===== src/rtl/sm_seq_multiplier.sv =====
// sm_seq_multiplier: iterative shift-add sign/magnitude or two's-complement multiplier
module sm_seq_multiplier #(
  parameter int MAG_W = 4,
  localparam int PW = 4 * ((2 * MAG_W + 5) / 4)
) (
  input  logic             clk,
  input  logic             rst_n,
  input  logic             in_valid,
  output logic             in_ready,
  input  logic [MAG_W:0]   operand_x,
  input  logic [MAG_W:0]   operand_y,
  input  logic             mode,
  output logic             out_valid,
  input  logic             out_ready,
  output logic             sign,
  output logic [PW-1:0]    product_mag
);
  localparam int CW = $clog2(MAG_W + 2);
  typedef enum logic [1:0] {IDLE, CALC, DONE} state_t;
  state_t state, state_next;
  logic [PW-1:0] mcand, acc, acc_sum;
  logic [MAG_W:0] mplier, mag_x, mag_y;
  logic [CW-1:0] cnt;
  logic raw_sign, last;
  // In two's complement the most negative operand negates to 2^MAG_W, which still fits unsigned.
  assign mag_x = mode ? (operand_x[MAG_W] ? -operand_x : operand_x) : {1'b0, operand_x[MAG_W-1:0]};
  assign mag_y = mode ? (operand_y[MAG_W] ? -operand_y : operand_y) : {1'b0, operand_y[MAG_W-1:0]};
  assign acc_sum = acc + (mplier[0] ? mcand : '0);
  assign last = cnt == CW'(MAG_W);
  assign in_ready = state == IDLE;
  assign out_valid = state == DONE;
  always_comb begin
    state_next = state;
    if (state == IDLE && in_valid) state_next = CALC;
    else if (state == CALC && last) state_next = DONE;
    else if (state == DONE && out_ready) state_next = IDLE;
  end
  always_ff @(posedge clk or negedge rst_n)
    if (!rst_n) state <= IDLE;
    else state <= state_next;
  always_ff @(posedge clk or negedge rst_n) begin
    if (!rst_n) begin
      mcand <= '0;
      mplier <= '0;
      acc <= '0;
      cnt <= '0;
      raw_sign <= 1'b0;
      sign <= 1'b0;
      product_mag <= '0;
    end else if (in_ready && in_valid) begin
      mcand <= PW'(mag_x);
      mplier <= mag_y;
      acc <= '0;
      cnt <= '0;
      raw_sign <= operand_x[MAG_W] ^ operand_y[MAG_W];
    end else if (state == CALC) begin
      acc <= acc_sum;
      mcand <= mcand << 1;
      mplier <= mplier >> 1;
      cnt <= cnt + 1'b1;
      if (last) begin
        product_mag <= acc_sum;
        sign <= raw_sign & |acc_sum;
      end
    end
  end
endmodule


===== config.mk =====
export PLATFORM = sky130hd
export DESIGN_NAME = sm_seq_multiplier
export DESIGN_NICKNAME = d
export VERILOG_FILES = /design/src/rtl/sm_seq_multiplier.sv
export SDC_FILE = /design/constraint.sdc
export NUM_CORES = 1
export LEC_CHECK = 0
export CAP_MARGIN = 0
export CORE_UTILIZATION = 51
export DETAILED_ROUTE_END_ITERATION = 8
export PLACE_DENSITY = 0.76
export SYNTH_ARGS = -nofsm -noshare
export SYNTH_HDL_FRONTEND = slang
export SYNTH_SLANG_ARGS = --single-unit

===== constraint.sdc =====
create_clock -name clk -period 2.4 [get_ports clk]
set_clock_uncertainty 0.1 [all_clocks]
set_input_delay 0.36 -clock clk [delete_from_list [all_inputs] [get_ports clk]]
set_output_delay 0.36 -clock clk [all_outputs]
set_load 0.05 [all_outputs]

# After elaboration in Yosys (flattened, before gate mapping)
# Cells that the tools add are included.
# word_totals
regBits,48
in_bits,15
wordCells,42
# classes
n_reduce_logical,8
n_addsub,4
muxes,16
eq_ne,3
bitwise_logic,3
# ops
op,count
12-bit 2-to-1 mux,5
5-bit 2-to-1 mux,6
12-bit adder,1
12-bit OR reduction,1
5-bit negator,2
2-bit 2-to-1 mux,3
3-bit 2-to-1 mux,2
3-bit by 1-bit adder with 3-bit output (second input constant),1
3-bit equality test (second input constant),1
1-bit logical AND,3
3-bit AND reduction,1
3-bit nonzero test,1
2-bit by 1-bit equality test with 1-bit output (second input constant),1
2-bit equality test (second input constant),1
2-bit zero test,1
2-bit nonzero test,1
1-bit AND,1
1-bit NOT,1
1-bit XOR,1

# Longest topological paths before layout
# Gate-level depths: netlist (run 1).
# logic_depth
ltp_word,5
mapped_depth,10
mapped_depth_nobuf,9

# Least setup slack after synthesis (run 1)
# No wires, ideal clock.
# synth_timing
path_type,register -> register
from,reg mplier[0]
to,reg sign
arrival_ns,2.345
required_time_ns,2.156
path_buffers,1
period_less_slack_ns,2.589
setup_slack_ns,-0.189
stages_incl_launch_ff,11
path_cell_list,dfrtp_1 -> clkbuf_1 -> and2_1 -> ha_1 -> fa_1 -> a21oi_2 -> o211ai_2 -> o41ai_2 -> xor2_1 -> and4b_1 -> a41oi_2
# synth_between
elab_chain_len,4
# synth_lines
item,line,rtl
from (decl),22,"logic [MAG_W:0] mplier, mag_x, mag_y;"
from (signal assigned),52,mplier <= mag_y;
from (signal assigned),59,mplier <= mplier >> 1;
12-bit 2-to-1 mux,28,assign acc_sum = acc + (mplier[0] ? mcand : '0);
12-bit adder,28,
12-bit OR reduction,63,sign <= raw_sign & |acc_sum;
1-bit AND,63,
to (signal assigned),63,
to (decl),15,"output logic sign,"
# Every way passes these cells.
# A chain may end at the register's enable or synchronous reset.

# Final worst setup path (run 1)
# Same ends and word-level chain as after synthesis.

==> out/metrics.csv, run 1 <==
metric,value,unit
CTS tree,built,
port buffer count,29,
Area growth syn-to-layout,31.99,%
number of synthesized register bits,48,
Worst Tran Pin Value,0.6478,ns
synthesized area per cell,9.285,um^2
max-cap violations,0,
Gate Count Post-Synth,302,
Synth Area in Simple Gates,0.1905,
Crit Path Max Fanout,4,
antenna violations before repair,0,
worst hold stages,2,
RR Endpoint,sign$_DFFE_PN0P_,
Setup TNS Final,-0.08091,ns
placed cell areas,3392,um^2
"most common cell after layout, fill and taps aside",nand2_1,
vias per inst,5.547,
slew margin rel.,0.5665,
largest cells by area after synthesis,"dfrtp_1, nand2_1, ha_1",
Required @ worst endpoint,2.49,ns
share of cells above drive strength 1,0.2493,
critical path launch point type,flop,
Post-Syn Area,2804,um^2
critical path class,flop to flop,
status,"complete, but fails checks",
final setup vio count,2,
final wirelength,6.709,mm
DRC Markers,0,
post-synthesis net count,333,
Worst EP arrival,2.56,ns
Worst setup EP type,flop,
synth unique cells,52,
CTS buffer count,5,
P per Cell Area,1286,nW/um^2
first-pass GRT wire length,10.78,mm
vias in the first global route,2303,
final worst setup slack,-0.07255,ns
GRT Overall Usage,0.2319,
vias after detailed routing,2413,
FP Rows,26,
"area leader, netlist",dfrtp_1,
largest family of logic cells by synthesized area,simple AND/OR/NAND/NOR gates,
H-tree Lvls,2,
Synth Area in XOR/XNOR,0.04641,
clock-pin slew on the worst setup and hold paths,0.09,ns
Min-Delay Endpoint,product_mag[5]$_DFFE_PN0P_,
Util after Layout,0.7111,
"Cell Chain, Critical Path",and2_4 -> ha_4 -> fa_2 -> a21oi_4 -> o211ai_2 -> o41ai_2 -> xor2_1 -> and4b_1 -> a41oi_2,
final antenna-violating net count,0,
Post-synth EDFFs,0,
Final nets,395,
GRT Residual Overflow,0,
worst skew pair latency,0.31,ns
Max Slew Vio Count,0,
Core Region,5205,um^2
post-DP HPWL,4.583,mm
Peak supply drop,0.5823,mV
Crit-path slowest cell,dfrtp_1,
gpl congestion,0.8857,
clk sinks,48,
critical hold path startpoint,product_mag[5]$_DFFE_PN0P_,
kind of cell adding the most delay to the critical path,compound AO/OA/AOI/OAI gates,
Final min period,2.473,ns
Initial Util,0.5387,
final instance area,3701,um^2
FMAX,404.4,MHz
Synth Area in Adders,0.07407,
largest net degree at the start of global routing,40,
R2R Setup Slk,-0.07,ns
final worst path period share,1.030,
"Top FF cell, synth",dfrtp_1,
Fin. Hold Viols,0,
"Seq/Total Area, Yosys",0.4284,
drt wl/cell,15.42,um
DIE AREA,5798,um^2
DR iter-0 viols,197,
DRT Pass-1 Iters,4,
Hold Path Class,flop to flop,
maximum root-to-sink buffer count,2,
Die W,76.15,um
n_diodes,0,
share of the synthesized area in the top cell type,0.4284,
CP bufs+invs,0,
Syn. warnings,0,
ys async rst share,1.000,
RSZ-0062 raised after global routing,yes,
"slowest stage delay, CP",0.41,ns
CTS Root Cell,clkbuf_8,
Lkg Pwr,1.653,nW
cell count along the critical path,9,
FF-to-FF Start,mplier[0]$_DFFE_PN0P_,
"commonest non-fill, non-tap cells in the layout","nand2_1, dfrtp_1, buf_4",
R2R depth,9,
complex-gate fraction of the synthesized area,0.1852,
failing checks,negative setup slack,
mux contribution to synthesized area,0.04105,
die height,76.15,um
# IOs,30,
==> state kept, by name (all words and copies together), names as in the netlist <==
signal	flops
acc	12
mcand	12
product_mag	12
mplier	5
cnt	3
state	2
raw_sign	1
sign	1
==> through the flow <==
step | hold WS [ns] | std cells | total power, mW | worst slack (ns)
after floorplan | -0.03559 | 302 | 3.047 | -0.1277
after global placement | 0.2773 | 421 | 3.887 | -0.002083
after detailed placement | 0.2785 | 421 | 3.968 | -0.05318
after CTS | 0.3959 | 430 | 4.491 | -0.05978
after global routing | 0.4253 | 435 | 5.079 | -0.1898
final | 0.3915 | 435 | 4.758 | -0.07255
==> power breakdown <==
group | switching [mW] | internal, mW
logic | 1.62 | 1.24
registers | 0.256 | 1.14
clock network | 0.273 | 0.230
total | 2.15 | 2.61
==> area by class of cell <==
cell class	instances	area, um^2
fillers	391	1504
clock inverters	2	10.01
repair buffers	68	593.1
flip-flops and latches	48	1201
inverters	12	45.04
multi-input cells	229	1682
clock buffers	6	82.58
well taps	70	87.58
==> tightest hold or removal path: stages, from the launching register on <==
cell and delay [ns]:
dfrtp_1 0.35, nand2_1 0.05, o21ai_0 0.06
==> worst max-delay path by stage <==
stage | start | end | slack (ns)
floorplan | mplier[0]$_DFFE_PN0P_ | sign$_DFFE_PN0P_ | -0.13
global placement | mplier[0]$_DFFE_PN0P_ | sign$_DFFE_PN0P_ | -0.002
detailed placement | mplier[0]$_DFFE_PN0P_ | sign$_DFFE_PN0P_ | -0.05
CTS | mplier[0]$_DFFE_PN0P_ | sign$_DFFE_PN0P_ | -0.06
global route | mplier[0]$_DFFE_PN0P_ | sign$_DFFE_PN0P_ | -0.19
finish | mplier[0]$_DFFE_PN0P_ | sign$_DFFE_PN0P_ | -0.07
==> what timing repair did <==
action / CTS / global route
buffers inserted: 0 / 5
hold buffers: 1 / 0
endpoints found under the setup margin: 4 / 9
endpoints found under the hold margin: 23 / 0
resized for setup: 6 / 24
pin swaps: 2 / 10
==> layer usage <==
metal | global-route usage | part of all wire
met3 | 0.04910 | 0.042
met2 | 0.3800 | 0.49
met5 | 0 | 0
met4 | 0.06346 | 0.016
met1 | 0.3121 | 0.45
==> cells in the mapped netlist, types with 2 or more instances <==
cell      count
o22ai_1       7
xor2_1        7
inv_2         2
inv_1        10
o21ai_0      26
xnor2_1       6
and2_1       15
o21ai_1       6
buf_2         2
nor3b_1       4
o31ai_4       2
nand2b_1      2
a21o_1        2
nor2_2        2
nor2_1       12
nand2_1      61
ha_1         15
nor2b_1       5
nand3_1       4
mux2_2        3
a211oi_1      3
o311ai_1      2
clkbuf_1      8
nor3_1        4
mux2i_1       7
buf_1         3
dfrtp_1      48
a21oi_1      10
==> cell families after synthesis <==
kind of cell | Yosys count
AND/OR/NAND/NOR | 114
flip-flops | 48
adder cells (fa/ha/maj) | 16
multiplexers | 11
AO/OA/AOI/OAI | 74
buffers and inverters | 25
XOR/XNOR | 14
Note: power is estimated with default switching activity, not from simulation.
==> run 2, diff against run 1 <==
--- a/config.mk
+++ b/config.mk
@@ -8,7 +8,7 @@
 export CAP_MARGIN = 0
 export CORE_UTILIZATION = 51
 export DETAILED_ROUTE_END_ITERATION = 8
-export PLACE_DENSITY = 0.76
+export PLACE_DENSITY = 0.74
 export SYNTH_ARGS = -nofsm -noshare
 export SYNTH_HDL_FRONTEND = slang
 export SYNTH_SLANG_ARGS = --single-unit
==> out/metrics.csv, run 2 (synthesized netlist as in run 1, its figures left out) <==
metric,value,unit,change
# IOs,30,,unchanged
Fin. Hold Viols,0,,unchanged
Required @ worst endpoint,2.49,ns,about the same
failing checks,negative setup slack,,unchanged
share of cells above drive strength 1,0.2521,,was 0.2493
FP Rows,26,,unchanged
final worst setup slack,-0.1070,ns,was -0.07255 ns
Final min period,2.507,ns,was 2.473 ns
vias per inst,5.594,,was 5.547
CTS buffer count,5,,unchanged
"commonest non-fill, non-tap cells in the layout","nand2_1, dfrtp_1, buf_4",,unchanged
Worst EP arrival,2.59,ns,was 2.56 ns
final setup vio count,1,,was 2
vias after detailed routing,2411,,was 2413
sequential cell area,1202,um^2,was 1201 um^2
Worst setup EP type,flop,,unchanged
clock-pin slew on the worst setup and hold paths,0.10,ns,was 0.09 ns
gpl congestion,0.9010,,was 0.8857
H-tree Lvls,2,,unchanged
largest net degree at the start of global routing,40,,unchanged
Final nets,391,,was 395
critical hold path startpoint,product_mag[2]$_DFFE_PN0P_,,was product_mag[5]$_DFFE_PN0P_
R2R depth,10,,was 9
die height,76.15,um,unchanged
antenna violations before repair,0,,unchanged
worst skew pair latency,0.31,ns,about the same
final wirelength,6.892,mm,was 6.709 mm
status,"complete, but fails checks",,unchanged
critical path class,flop to flop,,unchanged
DRT Pass-1 Iters,5,,was 4
clk sinks,48,,unchanged
Peak supply drop,0.5773,mV,was 0.5823 mV
"Power, Total",4.982,mW,was 4.758 mW
CTS tree,built,,unchanged
cell total after placement,421,,unchanged
slew margin rel.,0.5589,,was 0.5665
Die W,76.15,um,unchanged
Critical Path Source,mplier[0]$_DFFE_PN0P_,,unchanged
P per Cell Area,1328,nW/um^2,was 1286 nW/um^2
final antenna-violating net count,0,,unchanged
port buffer count,29,,unchanged
worst hold stages,2,,unchanged
critical path launch point type,flop,,unchanged
"most common cell after layout, fill and taps aside",nand2_1,,unchanged
maximum root-to-sink buffer count,2,,unchanged
fill count,380,,was 391
DRC Markers,0,,unchanged
first-pass GRT wire length,10.71,mm,was 10.78 mm
area of the multi-input gates,1723,um^2,was 1682 um^2
Crit Path Max Fanout,5,,was 4
Initial Util,0.5387,,unchanged
max-cap violations,0,,unchanged
DIE AREA,5798,um^2,unchanged
Max Slew Vio Count,0,,unchanged
Worst Tran Pin Value,0.6616,ns,was 0.6478 ns
Lkg Pwr,1.645,nW,was 1.653 nW
drt wl/cell,15.99,um,was 15.42 um
FMAX,398.9,MHz,was 404.4 MHz
GRT Residual Overflow,0,,unchanged
CTS Root Cell,clkbuf_8,,unchanged
fin cells,431,,was 435
DR iter-0 viols,159,,was 197
Setup TNS Final,-0.1070,ns,was -0.08091 ns
RSZ-0062 raised after global routing,yes,,unchanged
FF-to-FF Start,mplier[0]$_DFFE_PN0P_,,unchanged
Area growth syn-to-layout,33.78,%,was 31.99%
biggest regs,"acc: 12 flops, mcand: 12 flops, product_mag: 12 flops",,unchanged
vias in the first global route,2277,,was 2303
Core Region,5205,um^2,unchanged
post-DP HPWL,4.578,mm,was 4.583 mm
n_diodes,0,,unchanged
R2R Setup Slk,-0.11,ns,was -0.07 ns
final worst path period share,1.045,,was 1.030
Hold Path Class,flop to flop,,unchanged
GRT Overall Usage,0.2358,,was 0.2319
setup slack at placement,-0.09114,ns,was -0.05318 ns
## run 2: metrics by stage
| step | utilization | hold slack (ns) | instance area [um^2] |
|---|---|---|---|
| floorplan | - | -0.03559 | 2811 |
| global placement | 0.6541 | 0.2694 | 3405 |
| detailed placement | 0.6541 | 0.2711 | 3405 |
| CTS | 0.6899 | 0.3905 | 3591 |
| global route | 0.7207 | 0.4064 | 3751 |
| finish | 0.7207 | 0.3802 | 3751 |
## run 2: worst paths after layout
kind                                              endpoint
worst min-delay path            product_mag[2]$_DFFE_PN0P_
worst max-delay path                      sign$_DFFE_PN0P_
min in group asynchronous       product_mag[4]$_DFFE_PN0P_
max in group asynchronous            mplier[0]$_DFFE_PN0P_
worst min register to register  product_mag[2]$_DFFE_PN0P_
worst max register to register            sign$_DFFE_PN0P_
## run 2: layout make-up
cell class / instances / share of cell area
Clock buffer: 5 / 0.01835
Clock inverter: 3 / 0.01134
Inverter: 12 / 0.01268
Multi-Input combinational cell: 229 / 0.4593
Sequential cell: 48 / 0.3205
Tap cell: 70 / 0.02335
Timing Repair Buffer: 64 / 0.1544
## run 2: what timing repair did
item | 4_1_cts | 5_1_grt
resized for setup | 10 | 30
setup endpoints to repair | 5 | 9
endpoints found under the hold margin | 22 | 0
setup buffers | 0 | 1
hold buffers | 1 | 0
pin swaps | 4 | 10
## run 2: per-layer routing
layer / GRT usage / up-vias / wire (um)
met2: 0.3955 / 79 / 3464
met1: 0.3149 / 1161 / 2987
met3: 0.04311 / 13 / 301
li1: - / 1158 / -
met4: 0.06154 / 0 / 138
met5: 0 / - / 0
## run 2: report_power, final
group | leakage [nW] | internal [mW] | switching [mW]
registers | 0.618 | 1.14 | 0.260
logic | 0.972 | 1.31 | 1.69
clock network | 0.0541 | 0.309 | 0.281
## run 2: critical path, stage by stage, from the launching register on
cell and delay [ns]:
dfrtp_2 0.44, and2_4 0.15, ha_4 0.16, buf_4 0.15, a211oi_4 0.30, nor2_4 0.10
buf_4 0.15, a311oi_4 0.31, and2_1 0.20, and4b_1 0.22, a41oi_2 0.11
